--- config.mk ---
export PLATFORM = sky130hd
export DESIGN_NAME = fifo_reader
export DESIGN_NICKNAME = d
export VERILOG_FILES = /design/src/rtl/fifo_reader_pkg.sv /design/src/rtl/fifo_reader.sv
export SDC_FILE = /design/constraint.sdc
export NUM_CORES = 1
export LEC_CHECK = 0
export ABC_AREA = 1
export CORE_MARGIN = 2
export CORE_UTILIZATION = 45
export CTS_CLUSTER_DIAMETER = 200
export DETAILED_ROUTE_END_ITERATION = 12
export PLACE_DENSITY = 0.73
export SLEW_MARGIN = 0
export SYNTH_ARGS = -nofsm -noshare
export SYNTH_HDL_FRONTEND = slang
export SYNTH_SLANG_ARGS = --single-unit
--- constraint.sdc ---
create_clock -name clk -period 2.6 [get_ports clk]
set_input_delay 0.52 -clock clk [delete_from_list [all_inputs] [get_ports clk]]
set_output_delay 0.52 -clock clk [all_outputs]
set_load 0.005 [all_outputs]
--- src/rtl/fifo_reader_pkg.sv ---
// fifo_reader shared types and defaults.
// Defaults are shared with the FIFO instance at the lab top.
package fifo_reader_pkg;

    localparam int DEF_DATA_WIDTH = 8;
    localparam int DEF_BURST      = 8;

    typedef enum logic [2:0] {
        IDLE,
        REQ,
        CAPT,
        HOLD,
        DONE
    } state_t;

endpackage

--- src/rtl/fifo_reader.sv ---
// fifo_reader: pops BURST words from the FIFO, streams them out,
// and reports their running sum with a one-cycle done pulse.
module fifo_reader
    import fifo_reader_pkg::*;
#(
    parameter int DATA_WIDTH = DEF_DATA_WIDTH,
    parameter int BURST      = DEF_BURST,
    localparam int SUM_WIDTH = DATA_WIDTH + $clog2(BURST + 1)
) (
    input  logic                  clk,
    input  logic                  rst,
    input  logic                  start,
    input  logic                  fifo_empty,
    input  logic                  fifo_wren,
    input  logic [DATA_WIDTH-1:0] fifo_rdata,
    output logic                  fifo_rden,
    output logic [DATA_WIDTH-1:0] o_data,
    output logic                  o_valid,
    input  logic                  o_ready,
    output logic [SUM_WIDTH-1:0]  sum,
    output logic                  done,
    output logic                  busy
);

    localparam int CW = $clog2(BURST + 1);
    localparam logic [CW-1:0] LAST = CW'(BURST);

    if (BURST < 1 || BURST > 255) begin : g_bad_burst
        $error("fifo_reader: BURST must be 1..255");
    end

    state_t        state;
    state_t        state_d;
    logic [CW-1:0] cnt;
    logic          pop_ok;

    // A pop only lands when the writer is not using the FIFO this cycle.
    assign fifo_rden = (state == REQ) && !fifo_empty;
    assign pop_ok    = fifo_rden && !fifo_wren;
    assign o_valid   = (state == HOLD);
    assign done      = (state == DONE);
    assign busy      = (state != IDLE);

    // Next-state decode.
    always_comb begin
        state_d = state;
        unique case (state)
            IDLE:    if (start) state_d = REQ;
            REQ:     if (pop_ok) state_d = CAPT;
            CAPT:    state_d = HOLD;
            HOLD: begin
                if (o_ready) state_d = (cnt == LAST) ? DONE : REQ;
            end
            DONE:    state_d = IDLE;
            default: state_d = IDLE;
        endcase
    end

    // State, word counter, accumulator and output word register.
    always_ff @(posedge clk) begin
        if (rst) begin
            state  <= IDLE;
            cnt    <= '0;
            sum    <= '0;
            o_data <= '0;
        end else begin
            state <= state_d;
            if (state == IDLE && start) begin
                cnt <= '0;
                sum <= '0;
            end
            if (state == CAPT) begin
                o_data <= fifo_rdata;
                sum    <= sum + SUM_WIDTH'(fifo_rdata);
                cnt    <= cnt + CW'(1);
            end
        end
    end

endmodule

## Word-level counts from Yosys, hierarchy flattened

Index checks and enable logic that the tools add are counted.

| cells by class | value |
|---|---|
| add/sub/neg operators | 2 |
| eq/ne operators | 8 |
| reduce and logical (&&, ||, !) cells | 9 |
| mux-type cells | 9 |

Operators by type and width:

| cell | count |
|---|---|
| 12-bit two-way mux | 2 |
| 12-bit by 8-bit adder with 12-bit output | 1 |
| 3-bit two-way mux | 4 |
| 3-bit one-hot mux with 4 select lines | 1 |
| 4-bit two-way mux | 2 |
| 3-bit by 2-bit == test with 1-bit output, second input constant | 2 |
| 4-bit by 1-bit adder with 4-bit output, second input constant | 1 |
| 4-bit == test, second input constant | 1 |
| 2-bit != test, second input constant | 2 |
| 3-bit by 1-bit == test with 1-bit output, second input constant | 1 |
| 3-bit == test, second input constant | 1 |
| 1-bit logical AND | 3 |
| 3-bit zero test | 1 |
| 3-bit AND reduction | 1 |
| 3-bit nonzero test | 1 |
| 1-bit zero test | 2 |
| 2-bit by 1-bit != test with 1-bit output, second input constant | 1 |
| 2-bit nonzero test | 1 |

| word-level totals | value |
|---|---|
| word-level logic and storage cells | 32 |
| input port bits | 14 |
| bits in registers | 27 |
| output and inout port bits | 24 |

## Logic depth before layout (Yosys ltp)

Gate-level depths: netlist of run 1.

| depth | value |
|---|---|
| depth in word-level cells | 5 |
| mapped depth | 11 |
| depth with buffers taken out | 11 |

## Worst setup path after synthesis of run 1

Ideal clock, no wire load.

| path | value |
|---|---|
| path kind | input port to flip-flop |
| from | input fifo_rdata[0] |
| to | register sum[4] |
| buffers on the path | 0 |
| setup time | 132 ps |
| required time | 2468 ps |
| slack | 853 ps |
| stages on the path | 7 |
| arrival time | 1615 ps |
| cells stage by stage | ha_1 fa_1 nand3_1 nand3_1 o21ai_0 a21o_1 a21oi_1 |

| on the way | value |
|---|---|
| cells in the longest elaborated chain, start to end | 2 |

RTL lines:

| what | RTL line | text |
|---|---|---|
| start, declared | fifo_reader.sv:15 | `input logic [DATA_WIDTH-1:0] fifo_rdata,` |
| 12-bit by 8-bit adder with 12-bit output | fifo_reader.sv:74 | `sum <= sum + SUM_WIDTH'(fifo_rdata);` |
| 12-bit two-way mux | fifo_reader.sv:72 | `if (state == CAPT) begin` |
| end signal, assigned | fifo_reader.sv:74 |  |
| end, declared | fifo_reader.sv:20 | `output logic [SUM_WIDTH-1:0] sum,` |

No other way between the ends.
A chain may end at the register's enable or synchronous reset.

## Worst setup path in the final report of run 1

| path | value |
|---|---|
| from | input fifo_empty |
| to | output fifo_rden |

| on the way | value |
|---|---|
| cells in the longest elaborated chain, start to end | 2 |

RTL lines:

| what | RTL line | text |
|---|---|---|
| start, declared | fifo_reader.sv:13 | `input logic fifo_empty,` |
| 1-bit zero test | fifo_reader.sv:38 | `assign fifo_rden = (state == REQ) && !fifo_empty;` |
| 1-bit logical AND | fifo_reader.sv:38 |  |
| end, declared | fifo_reader.sv:16 | `output logic fifo_rden,` |

No other way between the ends.

==> flow_summary_export.csv, run 1 <==
group,metric,value,unit
setup_path,crit_path_start_kind,"input pin",
clock_network,clkTransAtPathRegs,0.15,ns
power_and_ir_drop,powerDensity,442,mW/mm^2
drt,wl_met2,1.63,mm
setup_path,timing.rr.end,"sum[8]$_SDFFE_PP0P_",
layout,n_antenna_cell,0,
setup_path,critPathKind,"in -> out",
sta,skew,0.0105,ns
placed_design,dpl.hpwl,2.86,mm
placed_design,place_area,0.00202,mm^2
yosys,synthCells,248,
floorplanning,die_area,0.00413,mm^2
global_route,gr-usage-all-layers,19.1,%
sta,setup_slack,0.434,ns
layout,finalNetCount,310,
clock_network,clk_latency,0.34,ns
yosys,synth_edf_count,0,
layout,drive_gt1_share,4.93,%
clock_network,clock_tree.buffer_depth,2,
drt,via_count,1635,
min_path,hold_path.class,"reg -> reg",
setup_path,cp-startpoint,"fifo_empty",
sta,setup_tns,0,ns
sta,setup_viol,0,
yosys,synth_nets,273,
yosys,synth-compound-area-share,13.6,%
setup_path,crit_fanout,2,
placed_design,gp_congestion,0.841,
sta,final.min_clock_period,2.17,ns
yosys,synthSimpleGateAreaFrac,34.8,%
drt,antenna_left,0,
drt,met3WireLength,117,um
clock_network,htreeDepth,1,
global_route,antenna_found_initial,0,
layout,multi_input_area,937,um^2
placed_design,dp_slack,0.252,ns
flow_run,maxCapViolCount,0,
drt,routedWlPerCell,11.5,um
power_and_ir_drop,power,0.907,mW
setup_path,r2r-start,"sum[0]$_SDFFE_PP0P_",
clock_network,cts_buffers,3,
drt,drtIter0Drc,64,
drt,viasPerCell,4.95,
floorplanning,rows,21,
yosys,synthXorXnorAreaFrac,0,%
setup_path,r2r_cells,9,
sta,final.period_utilization,83.3,%
yosys,netlist_area,0.00164,mm^2
clock_network,cts.sinks,27,
yosys,yosysWarnings,0,
yosys,ys_ff_latch,27,
power_and_ir_drop,leakage,0.893,nW
setup_path,worst_setup_path_end_kind,"output port",
sta,worst_slew_pin_slew,0.423,ns
yosys,yosys-top-cells-area,"dfxtp_1, nand2_1, ha_1, a21oi_1, nand3_1",
yosys,synthMuxAreaShare,0,%
sta,rsz0062_at_grt,"no",
setup_path,worst-r2r-setup-slack,0.90,ns
setup_path,crit_end,"fifo_rden",
floorplanning,core,0.00342,mm^2
layout,area_growth,25.5,%
clock_network,ctsResizeCount,0,
floorplanning,ios,38,
layout,finalInstanceArea,0.00205,mm^2
clock_network,ctsHoldBuffers,0,
yosys,seq_area_frac_synth,33.1,%
sta,timing.hold.ws,0.498,ns
drt,wl_met1,2.03,mm
drt,drc,0,
setup_path,cp.arrival,1.65,ns
layout,fillers,341,
floorplanning,die-width,64.3,um
yosys,yosysTopAreaCellShare,33.1,%
yosys,post_synth.cell_area_avg,6.59,um^2
yosys,synth_fa_ha_area_share,8.88,%
global_route,grt_pass1_wl,6.33,mm
run_status,outcome,"finished, final reports clean",
layout,register_area,541,um^2
layout,final_cell_mix,"nand2_1, clkdlybuf4s50_1, nor2_1, inv_1, dfxtp_1",
setup_path,critPathRequiredTime,2.08,ns
sta,max_freq,0.462,GHz
drt,top_layer,"met4",
sta,slew_violations,0,
sta,slew_headroom,71.8,%
yosys,ys.flop_type,"dfxtp_1",
sta,timing_hold_violations_final,0,
global_route,grt_max_degree,25,
placed_design,portBuffers,37,
floorplanning,start_util,47.9,%
yosys,ys_async_sr_fraction,0,%
drt,drt-total-wl,3.80,mm
drt,drt_first_pass_iters,4,
global_route,grt-ovfl-total,0,
clock_network,root_buffer,"clkbuf_4",
yosys,synth_top_family_by_area,"simple AND/OR/NAND/NOR gates",
clock_network,cts_tree,"yes",
yosys,synthDistinctLibCells,25,
global_route,first_global_vias,1439,
clock_network,post_cts_buffers,0,
layout,layout_commonest_cell,"nand2_1",
power_and_ir_drop,vdd.ir_drop.worst,0.000232,V
floorplanning,die_h,64.3,um
yosys,synth_area_leader_cell,"dfxtp_1",
## sequential cells by signal, summed over array words and instances, names as in the netlist
signal / count
sum: 12
cnt: 4
o_data: 8
state: 3
## synthesized netlist by cell type, types with 2 or more instances
master,instances
o21bai_1,2
clkbuf_1,2
nor2_1,28
nand4_1,2
ha_1,10
dfxtp_1,27
nand2_1,70
nor2_2,2
nor3_1,4
nand3_1,21
a21oi_1,21
o21ai_0,14
buf_6,3
inv_1,27
a21oi_2,2
inv_2,2
nand3b_1,3
## layer usage
| layer | up-vias | track usage (%) |
|---|---|---|
| li1 | 873 | - |
| met1 | 730 | 28.1 |
| met2 | 30 | 29.2 |
| met3 | 2 | 2.29 |
| met4 | 0 | 5.59 |
| met5 | - | 0 |
## cell families (layout without fill, tap and decap cells)
logic type,after synthesis,count (layout)
AND/OR/NAND/NOR,134,134
AO/OA/AOI/OAI,41,41
buffers and inverters,35,71
flip-flops,27,27
adder cells (fa/ha/maj),11,11
## where the power goes
group	switching [mW]	internal, mW	total [mW]
combinational	0.134	0.116	0.250
clock	0.138	0.0589	0.197
sequential	0.0200	0.440	0.460
## layout make-up
| class | instances | area share (%) |
|---|---|---|
| clock inverters | 1 | 0.366 |
| well taps | 46 | 2.80 |
| flip-flops and latches | 27 | 26.3 |
| multi-input cells | 186 | 45.7 |
| repair buffers | 38 | 18.4 |
| inverters | 29 | 5.30 |
| clock buffers | 3 | 1.10 |
## how the worst min path moves through the flow
stage                     depth (start not counted)  slack [ns]                    from                      to
final                                             2        0.50  o_data[0]$_SDFFE_PP0P_  o_data[0]$_SDFFE_PP0P_
after CTS                                         2        0.50  o_data[4]$_SDFFE_PP0P_  o_data[4]$_SDFFE_PP0P_
after floorplan                                   1        0.45     cnt[0]$_SDFFE_PP0P_     cnt[0]$_SDFFE_PP0P_
after global routing                              2        0.52  o_data[4]$_SDFFE_PP0P_  o_data[4]$_SDFFE_PP0P_
after global placement                            2        0.46  o_data[5]$_SDFFE_PP0P_  o_data[5]$_SDFFE_PP0P_
after detailed placement                          2        0.48  o_data[4]$_SDFFE_PP0P_  o_data[4]$_SDFFE_PP0P_
## critical path, stage by stage
cell and delay, ns:
clkdlybuf4s50_1 0.42, nor4_1 0.17, clkdlybuf4s50_1 0.54
## per-stage QoR
stage	instances	util, %
finish	330	60.1
global route	330	60.1
CTS	330	60.1
detailed placement	326	59.2
global placement	326	59.2
floorplan	248	-
No activity file was read; power rests on OpenSTA's default activity.
==> inputs of run 2 (changes only) <==
--- a/config.mk
+++ b/config.mk
@@ -10,7 +10,7 @@
 export CORE_UTILIZATION = 45
 export CTS_CLUSTER_DIAMETER = 200
 export DETAILED_ROUTE_END_ITERATION = 12
-export PLACE_DENSITY = 0.73
+export PLACE_DENSITY = 0.76
 export SLEW_MARGIN = 0
 export SYNTH_ARGS = -nofsm -noshare
 export SYNTH_HDL_FRONTEND = slang
==> constraint.sdc (replaced) <==
create_clock -name clk -period 1.75 [get_ports clk]
set_input_delay 0.35 -clock clk [delete_from_list [all_inputs] [get_ports clk]]
set_output_delay 0.35 -clock clk [all_outputs]
set_load 0.005 [all_outputs]
==> run 2 against run 1 <==
  * The run now ends with setup timing left
  * Critical path type is now reg -> out
  * First-iteration DRC count rose by 36%
  * Clock power rose by 46%
  * Sequential share of layout area fell by 1.9 points
  * Final cell count rose by 5.2%
  * Utilization rose by 5.4 points
  * Die area did not move
==> flow_summary_export.csv, run 2 (synthesis results as in run 1) <==
group,metric,value,unit
layout,multi_input_area,986,um^2
drt,antenna_left,0,
setup_path,critPathRequiredTime,1.40,ns
setup_path,crit_fanout,6,
layout,largest_reg_flops,12,
clock_network,ctsHoldBuffers,0,
sta,final.min_clock_period,1.78,ns
drt,via_count,1728,
placed_design,dpl.hpwl,2.95,mm
clock_network,root_buffer,"clkbuf_4",
layout,n_antenna_cell,0,
global_route,grt_max_degree,18,
sta,max_freq,0.561,GHz
drt,drt-total-wl,4.24,mm
power_and_ir_drop,powerDensity,627,mW/mm^2
floorplanning,die_area,0.00413,mm^2
layout,fillers,329,
sta,timing_hold_violations_final,0,
floorplanning,start_util,47.9,%
power_and_ir_drop,vdd.ir_drop.worst,0.000481,V
layout,reg_top3,"sum x12, o_data x8, cnt x4",
sta,setup_viol,1,
layout,drive_gt1_share,15.3,%
min_path,hold_path.class,"in -> reg",
layout,layout_commonest_cell,"nand2_1",
setup_path,r2r-start,"sum[0]$_SDFFE_PP0P_",
drt,drc,0,
clock_network,htreeDepth,1,
run_status,outcome,"finished, violations left",
sta,slew_violations,0,
drt,routedWlPerCell,12.2,um
placed_design,gp_congestion,0.852,
floorplanning,rows,21,
global_route,grt-ovfl-total,0,
flow_run,maxCapViolCount,0,
global_route,antenna_found_initial,0,
sta,final.period_utilization,102,%
setup_path,timing.rr.end,"sum[2]$_SDFFE_PP0P_",
global_route,grt_pass1_wl,6.85,mm
layout,finalNetCount,327,
clock_network,cts_tree,"yes",
floorplanning,die-width,64.3,um
setup_path,crit_end,"fifo_rden",
setup_path,worst_setup_path_end_kind,"output port",
drt,drtIter0Drc,87,
floorplanning,ios,38,
layout,regMostFlops,"sum",
power_and_ir_drop,leakage,1.01,nW
sta,slew_headroom,78.5,%
setup_path,crit_path_start_kind,"flip-flop",
drt,viasPerCell,4.98,
layout,final_cell_mix,"nand2_1, clkdlybuf4s50_1, nor2_1, inv_1, dfxtp_1",
run_status,violations,"setup timing",
setup_path,worst-r2r-setup-slack,0.11,ns
layout,area_growth,36.8,%
layout,register_area,547,um^2
sta,setup_slack,-0.0325,ns
floorplanning,core,0.00342,mm^2
global_route,first_global_vias,1550,
placed_design,portBuffers,37,
setup_path,cp-startpoint,"state[1]$_SDFFE_PP0P_",
floorplanning,die_h,64.3,um
sta,skew,0.00117,ns
clock_network,clkTransAtPathRegs,0.15,ns
setup_path,r2r_cells,6,
clock_network,cts.sinks,27,
drt,drt_first_pass_iters,4,
setup_path,cp.arrival,1.43,ns
clock_network,cts_buffers,3,
clock_network,clock_tree.buffer_depth,2,
setup_path,critPathKind,"reg -> out",
sta,worst_slew_pin_slew,0.322,ns
global_route,gr-usage-all-layers,20.5,%
clock_network,clk_latency,0.33,ns
sta,setup_tns,-0.0325,ns
sta,timing.hold.ws,0.329,ns
-- run 2: cell types whose count changed in the layout (fill, tap and decap cells not counted), moves of 3 or more --
cell / previous run / this run
buf_4: 1 / 18
clkdlybuf4s50_1: 37 / 32
dfxtp_1: 27 / 24
ha_1: 10 / 7
ha_2: 0 / 3
nand3_1: 21 / 18
-- run 2: metal layers --
metal,vias up,GRT usage [%],wire [um]
li1,906,-,-
met4,0,4.79,19
met5,-,0,0
met2,34,33.7,2050
met3,2,4.05,196
met1,786,27.8,1970
-- run 2: metrics by stage --
stage | setup WS (ns) | area [um^2] | util [%] | cells | power [mW]
2_1_floorplan | 0.173 | 1640 | - | 248 | 0.927
3_3_place_gp | -0.345 | 2090 | 61.2 | 335 | 1.08
3_5_place_dp | -0.383 | 2090 | 61.2 | 335 | 1.09
4_1_cts | 0.00411 | 2140 | 62.6 | 341 | 1.37
5_1_grt | -0.107 | 2240 | 65.5 | 347 | 1.49
6_report | -0.0325 | 2240 | 65.5 | 347 | 1.40
-- run 2: timing repair --
action / in CTS / in global routing
setup endpoints to repair: 6 / 7
resized for setup: 8 / 15
pin swaps: 1 / 3
setup buffers: 2 / 6
endpoints found under the hold margin: 0 / 0
-- run 2: cell type report --
type | count | area share (%)
clock inverter | 1 | 0.336
inverter | 29 | 4.87
clock buffer | 3 | 1.01
multi-input combinational | 186 | 44.1
tap | 46 | 2.57
timing repair buffer | 55 | 22.7
sequential | 27 | 24.4
-- run 2: critical path, cell delays in order, from the launching register on --
cell	delay, ns
dfxtp_4	0.39
buf_4	0.13
nor4_2	0.30
clkdlybuf4s15_1	0.28
-- run 2: worst min path at each step --
stage / slack (ns) / cells after the start / end / from
finish: 0.33 / 3 / o_data[0]$_SDFFE_PP0P_ / fifo_rdata[0]
global route: 0.36 / 3 / o_data[0]$_SDFFE_PP0P_ / fifo_rdata[0]
CTS: 0.50 / 1 / cnt[0]$_SDFFE_PP0P_ / cnt[0]$_SDFFE_PP0P_
detailed placement: 0.47 / 2 / o_data[3]$_SDFFE_PP0P_ / o_data[3]$_SDFFE_PP0P_
global placement: 0.46 / 2 / o_data[3]$_SDFFE_PP0P_ / o_data[3]$_SDFFE_PP0P_
floorplan: 0.45 / 1 / cnt[0]$_SDFFE_PP0P_ / cnt[0]$_SDFFE_PP0P_
-- run 2: report_power, final --
| part | switching [mW] | total (mW) | leakage, nW | internal (mW) |
|---|---|---|---|---|
| registers | 0.0287 | 0.684 | 0.220 | 0.655 |
| clock network | 0.200 | 0.287 | 0.0139 | 0.0876 |
| logic | 0.222 | 0.431 | 0.780 | 0.209 |
